--- src/rtl/mole_pkg.sv ---
// Shared constants and types for the whack-a-mole answer datapath.
// NIBBLES is also the game controller's answer index limit.
package mole_pkg;

  localparam int          NIBBLES      = 8;
  localparam logic [31:0] LFSR_MASK    = 32'h8020_0003;
  localparam logic [31:0] DEFAULT_SEED = 32'hACE1_2023;

  typedef enum logic [1:0] {
    IDLE,
    GEN,
    DELIVER
  } state_t;

  function automatic logic [31:0] lfsr_step(input logic [31:0] v);
    return (v >> 1) ^ (v[0] ? LFSR_MASK : 32'h0);
  endfunction

endpackage

--- src/rtl/mole_lfsr32.sv ---
// Free-running 32-bit Galois LFSR; a seed load overrides the step and a zero seed
// falls back to DEFAULT_SEED. Exposes the low nibble, which is the pattern candidate.
module mole_lfsr32
  import mole_pkg::*;
#(
  parameter logic [31:0] DEFAULT_SEED = mole_pkg::DEFAULT_SEED
) (
  input  logic        clk,
  input  logic        reset,
  input  logic        i_seed_load,
  input  logic [31:0] i_seed_in,
  output logic [3:0]  o_cand
);

  logic [31:0] r_lfsr;

  always_ff @(posedge clk or posedge reset) begin
    if (reset) begin
      r_lfsr <= DEFAULT_SEED;
    end else if (i_seed_load) begin
      r_lfsr <= (i_seed_in == 32'h0) ? DEFAULT_SEED : i_seed_in;
    end else begin
      r_lfsr <= lfsr_step(r_lfsr);
    end
  end

  assign o_cand = r_lfsr[3:0];

endmodule

--- src/rtl/mole_pattern_gen.sv ---
// Answer-pattern generator: builds eight distinct-neighbour mole positions from the LFSR
// and hands them to the game controller with a one-cycle write strobe.
module mole_pattern_gen
  import mole_pkg::*;
#(
  parameter int          NUM_HOLES    = 9,
  parameter logic [31:0] DEFAULT_SEED = mole_pkg::DEFAULT_SEED,
  parameter int          MAX_REJECT   = 16
) (
  input  logic        clk,
  input  logic        reset,
  input  logic        seed_load,
  input  logic [31:0] seed_in,
  input  logic        req,
  input  logic        game_start,
  output logic [31:0] data_out,
  output logic        write_enable,
  output logic        busy,
  output logic [7:0]  pattern_count
);

  localparam int            RW        = $clog2(MAX_REJECT + 1);
  localparam logic [RW-1:0] REJ_LIMIT = RW'(MAX_REJECT - 1);
  localparam logic [4:0]    HOLES     = 5'(NUM_HOLES);
  localparam logic [3:0]    LAST_HOLE = 4'(NUM_HOLES - 1);
  localparam logic [2:0]    LAST_IDX  = 3'(NIBBLES - 1);

  state_t        r_state;
  state_t        w_state_nxt;
  logic [27:0]   r_pat;
  logic [3:0]    r_ref;
  logic [2:0]    r_idx;
  logic [RW-1:0] r_rej;
  logic          r_pending;

  logic       w_req_any;
  logic [3:0] w_cand;
  logic [3:0] w_nib;
  logic       w_ok;
  logic       w_force;
  logic       w_acc;

  mole_lfsr32 #(
    .DEFAULT_SEED(DEFAULT_SEED)
  ) u_lfsr (
    .clk        (clk),
    .reset      (reset),
    .i_seed_load(seed_load),
    .i_seed_in  (seed_in),
    .o_cand     (w_cand)
  );

  // r_ref is the last accepted nibble; between patterns it is the previous pattern's
  // nibble 7, so nibble 0 automatically avoids it.
  always_comb begin
    w_req_any   = req | game_start;
    w_ok        = ({1'b0, w_cand} < HOLES) && (w_cand != r_ref);
    w_force     = !w_ok && (r_rej == REJ_LIMIT);
    w_acc       = w_ok | w_force;
    w_nib       = w_cand;
    w_state_nxt = r_state;
    if (!w_ok) begin
      w_nib = (r_ref == 4'hF || r_ref == LAST_HOLE) ? 4'h0 : r_ref + 4'h1;
    end
    case (r_state)
      IDLE:    if (w_req_any || r_pending) w_state_nxt = GEN;
      GEN:     if (w_acc && r_idx == LAST_IDX) w_state_nxt = DELIVER;
      DELIVER: w_state_nxt = IDLE;
      default: w_state_nxt = IDLE;
    endcase
  end

  always_ff @(posedge clk or posedge reset) begin
    if (reset) begin
      r_state       <= IDLE;
      r_pat         <= '0;
      r_ref         <= 4'hF;
      r_idx         <= '0;
      r_rej         <= '0;
      r_pending     <= 1'b0;
      data_out      <= '0;
      write_enable  <= 1'b0;
      busy          <= 1'b0;
      pattern_count <= '0;
    end else begin
      r_state      <= w_state_nxt;
      busy         <= (w_state_nxt != IDLE);
      write_enable <= (w_state_nxt == DELIVER);
      case (r_state)
        IDLE: begin
          r_pending <= 1'b0;
          r_idx     <= '0;
          r_rej     <= '0;
        end
        GEN: begin
          if (w_req_any) r_pending <= 1'b1;
          if (w_acc) begin
            r_pat <= {w_nib, r_pat[27:4]};
            r_ref <= w_nib;
            r_idx <= r_idx + 3'd1;
            r_rej <= '0;
            // Publish on entry to DELIVER so data_out is valid with the strobe.
            if (r_idx == LAST_IDX) begin
              data_out <= {w_nib, r_pat};
              if (pattern_count != 8'hFF) pattern_count <= pattern_count + 8'd1;
            end
          end else begin
            r_rej <= r_rej + RW'(1);
          end
        end
        DELIVER: begin
          if (w_req_any) r_pending <= 1'b1;
        end
        default: ;
      endcase
    end
  end

endmodule
--- config.mk ---
export PLATFORM = sky130hd
export DESIGN_NAME = mole_pattern_gen
export DESIGN_NICKNAME = d
export VERILOG_FILES = /design/src/rtl/mole_pkg.sv /design/src/rtl/mole_lfsr32.sv /design/src/rtl/mole_pattern_gen.sv
export SDC_FILE = /design/constraint.sdc
export NUM_CORES = 1
export LEC_CHECK = 0
export BUFFER_PORTS_ARGS = -buffer_cell sky130_fd_sc_hd__buf_2
export CAP_MARGIN = 20
export CORE_ASPECT_RATIO = 1.2
export CORE_MARGIN = 3
export CORE_UTILIZATION = 30
export CTS_BUF_LIST = sky130_fd_sc_hd__clkbuf_16
export DETAILED_ROUTE_END_ITERATION = 16
export GPL_TIMING_DRIVEN = 0
export PLACE_DENSITY = 0.5
export REMOVE_ABC_BUFFERS = 1
export SKIP_CTS_REPAIR_TIMING = 1
export SYNTH_ARGS = -nofsm -noshare
export SYNTH_HDL_FRONTEND = slang
export SYNTH_HIERARCHICAL = 1
export SYNTH_SLANG_ARGS = --single-unit
--- constraint.sdc ---
create_clock -name clk -period 3.24 [get_ports clk]
set_clock_uncertainty 0.15 [all_clocks]
set_input_delay 0 -clock clk [delete_from_list [all_inputs] [get_ports clk]]
set_output_delay 0 -clock clk [all_outputs]
set_load 0.05 [all_outputs]
==> flow_metrics.env <==
export IMPL_io_pins=79
export IMPL_path_class="reg2reg"
export IMPL_ctsHtreeMaxLevel=4
export IMPL_dp_hpwl_mm=6.825
export IMPL_path_clk_slew_ns=0.05
export IMPL_coreArea_um2=16400
export IMPL_grt_use_total_pct=11.46
export IMPL_post_place_ws_ns=0.4242
export IMPL_seq_area_um2=2948
export IMPL_regToRegSetupSlack_ns=0.45
export IMPL_vdd_drop_max_uv=348.5
export IMPL_detail_route_wirelength_mm=10.68
export IMPL_initial_core_util_pct=30.81
export IMPL_syn_inst=433
export IMPL_period_share_pct=86.16
export IMPL_routabilityCongestion=0.7924
export IMPL_cts_tree="yes"
export IMPL_drive_gt1_share_pct=29.27
export IMPL_setup_slack_ns=0.4485
export IMPL_place_area_um2=5668
export IMPL_synth_top_area_share_pct=50.02
export IMPL_first_pass_iters=6
export IMPL_die_h_um=148.2
export IMPL_die_w_um=124.5
export IMPL_routed_via_density=4.617
export IMPL_antenna_found_initial=0
export IMPL_final_area_um2=6734
export IMPL_synth_seq_cells=117
export IMPL_multi_input_area_um2=1874
export IMPL_drc=0
export IMPL_pwr_density_cell_nw_per_um2=822.1
export IMPL_syn_to_final_growth_pct=33.28
export IMPL_cellLeakagePower_nw=3.388
export IMPL_fillCellCount=1546
export IMPL_p_int_mw=3.609
export IMPL_synth_area_leader_cell="dfrtp_1"
export IMPL_crit_fanout=17
export IMPL_relSlewSlack_pct=38.77
export IMPL_diodes=0
export IMPL_worst_pin_slew_ns=0.9162
export IMPL_synthTopCellsByArea="dfrtp_1 (50%), dfstp_2 (8.3%), mux2_2 (7.4%), nand2_1 (6.3%), mux2_1 (4.0%)"
export IMPL_cts_sinks=117
export IMPL_cap_violations=0
export IMPL_endpoint_kind="flop"
export IMPL_required_ns=3.39
export IMPL_clockRootBuffer="clkbuf_16"
export IMPL_ff2ff_path_depth=6
export IMPL_setup_tns_ns=0
export IMPL_port_buffers=78
export IMPL_fin_total_pwr_mw=5.536
export IMPL_synth_ff_type="dfrtp_1"
export IMPL_async_flop_share_pct=100.0
export IMPL_hold_path_class="in2async"
export IMPL_fmax_mhz=358.2
export IMPL_post_drt_wl_per_cell_um=13.59
export IMPL_die_area_um2=18440
export IMPL_ys_seq_area_share_pct=58.35
export IMPL_r2r_end="r_pat[27]$_DFFE_PP0P_"
export IMPL_grt_overflow=0
export IMPL_power_frac_comb_pct=28.9
export IMPL_grt_pass1_vias=3486
export IMPL_synth_yosys_warnings=6
export IMPL_final_nets=607
export IMPL_ys_types=49
export IMPL_grt_max_degree=65
export IMPL_clk_latency_ns=0.41
export IMPL_netSwitchingPower_mw=1.927
export IMPL_syn_area_per_cell_um2=11.67
export IMPL_synth_common_cells="dfrtp_1 (101), nand2_1 (85), mux2_2 (33)"
export IMPL_rows=51
export IMPL_hold_viol_final=0
export IMPL_status="completed"
export IMPL_utilization_pct=41.06
export IMPL_grt_pass1_wl_mm=17.16
export IMPL_cts_buffers=17
export IMPL_fin_crit_ns=2.791
export IMPL_drt_iter0_markers=175
export IMPL_setup_viol=0
export IMPL_seq_power_share_pct=38.3
export IMPL_synth_area_um2=5052
export IMPL_critPathLaunchType="flop"
export IMPL_ant_nets=0
export IMPL_swShare_pct=34.81
export IMPL_cts_path_max_buffers=2
export IMPL_clock_power_share_pct=32.8
export IMPL_arrival_ns=2.94
export IMPL_r2r_start="u_lfsr/r_lfsr[0]$_DFF_PP1_"
export IMPL_rsz0062_at_grt="no"
export IMPL_synth_most_common_cell="dfrtp_1"
export IMPL_synth_edf_count=0
export IMPL_slew_violations=0
export IMPL_routed_via_count=3629
-- metrics by stage --
step,std cells,hold WS [ns]
floorplan,411,-0.08081
global placement,701,0.07735
detailed placement,705,-0.1465
CTS,737,-0.5942
global route,786,0.03521
finish,786,0.001026
-- cell type report --
| cell class | count | area share (%) |
|---|---|---|
| sequential | 117 | 43.78 |
| clock inverter | 15 | 2.230 |
| inverter | 26 | 1.486 |
| timing repair buffer | 131 | 14.42 |
| clock buffer | 17 | 6.317 |
| multi-input combinational | 268 | 27.83 |
| tap | 212 | 3.939 |
-- metal layers --
metal	vias up	wire, µm	track usage [%]
met2	108	5125	17.45
met4	0	241	6.086
met5	-	0	0
li1	1730	-	-
met1	1771	4721	14.53
met3	20	594	3.772
-- sequential cells by signal, summed over array words and instances, names as in the netlist, 2 cells and up --
name and count:
data_out 32, pattern_count 8, r_idx 3, r_pat 28
r_ref 4, r_rej 5, r_state 2, u_lfsr/r_lfsr 32
-- how the worst max path moves through the flow --
stage                     slack [ns]                       start                        to
after floorplan                 0.40  u_lfsr/r_lfsr[0]$_DFF_PP1_     r_pat[27]$_DFFE_PP0P_
after global placement         -0.61  u_lfsr/r_lfsr[0]$_DFF_PP1_     r_pat[27]$_DFFE_PP0P_
after detailed placement        0.42  u_lfsr/r_lfsr[0]$_DFF_PP1_  data_out[26]$_DFFE_PP0P_
after CTS                       0.42  u_lfsr/r_lfsr[0]$_DFF_PP1_  data_out[26]$_DFFE_PP0P_
after global routing            0.29  u_lfsr/r_lfsr[0]$_DFF_PP1_     r_pat[27]$_DFFE_PP0P_
final                           0.45  u_lfsr/r_lfsr[0]$_DFF_PP1_     r_pat[27]$_DFFE_PP0P_
-- power groups by stage --
| stage | combinational, mW | sequential (mW) | clock, mW |
|---|---|---|---|
| floorplan | 0.762 | 2.48 | 0 |
| global placement | 1.49 | 2.13 | 0 |
| detailed placement | 1.56 | 2.14 | 0 |
| CTS | 1.57 | 2.12 | 1.88 |
| global route | 1.76 | 2.18 | 1.95 |
| finish | 1.60 | 2.12 | 1.82 |
-- kinds of logic (layout without fill, tap and decap cells) --
family          after synthesis  after routing  share of synthesized area [%]
compound gates               58             58                          8.866
xor+xnor                     11             11                          1.907
fa+ha+maj                     9              9                          2.229
buf+inv                      48            189                          4.779
flops                       117            117                          58.35
mux                          55             55                          12.16
simple gates                135            135                          11.71
-- placed cells by master (no fill, tap or decap), types with 2 or more instances in the layout --
cell type,n
and2_1,2
inv_1,29
nor2_1,17
nand3_1,7
dfrtp_1,101
nand4_1,3
buf_16,2
buf_2,78
clkinvlp_4,2
a211oi_1,2
clkbuf_16,17
and3_1,3
a31oi_1,12
ha_1,9
a21oi_1,6
mux2i_1,4
nand2_1,85
clkinv_2,2
o21a_1,4
mux2_1,18
o22ai_1,2
dlygate4sd3_1,49
bufinv_16,3
xor2_1,10
a22o_1,3
nor4_1,7
clkinv_1,3
a21o_1,4
nor3b_1,2
nor3_1,3
dfstp_2,16
mux2_2,33
nand2b_1,2
a21boi_0,3
o21ai_0,10
-- critical path: stages (launching register included) --
cell and delay [ns]:
dfstp_2 0.63, xor2_1 0.17, o41a_4 0.55, o21ai_2 0.66, buf_8 0.24, a211oi_1 0.08
a21o_1 0.20
No activity file was read; power rests on OpenSTA's default activity.
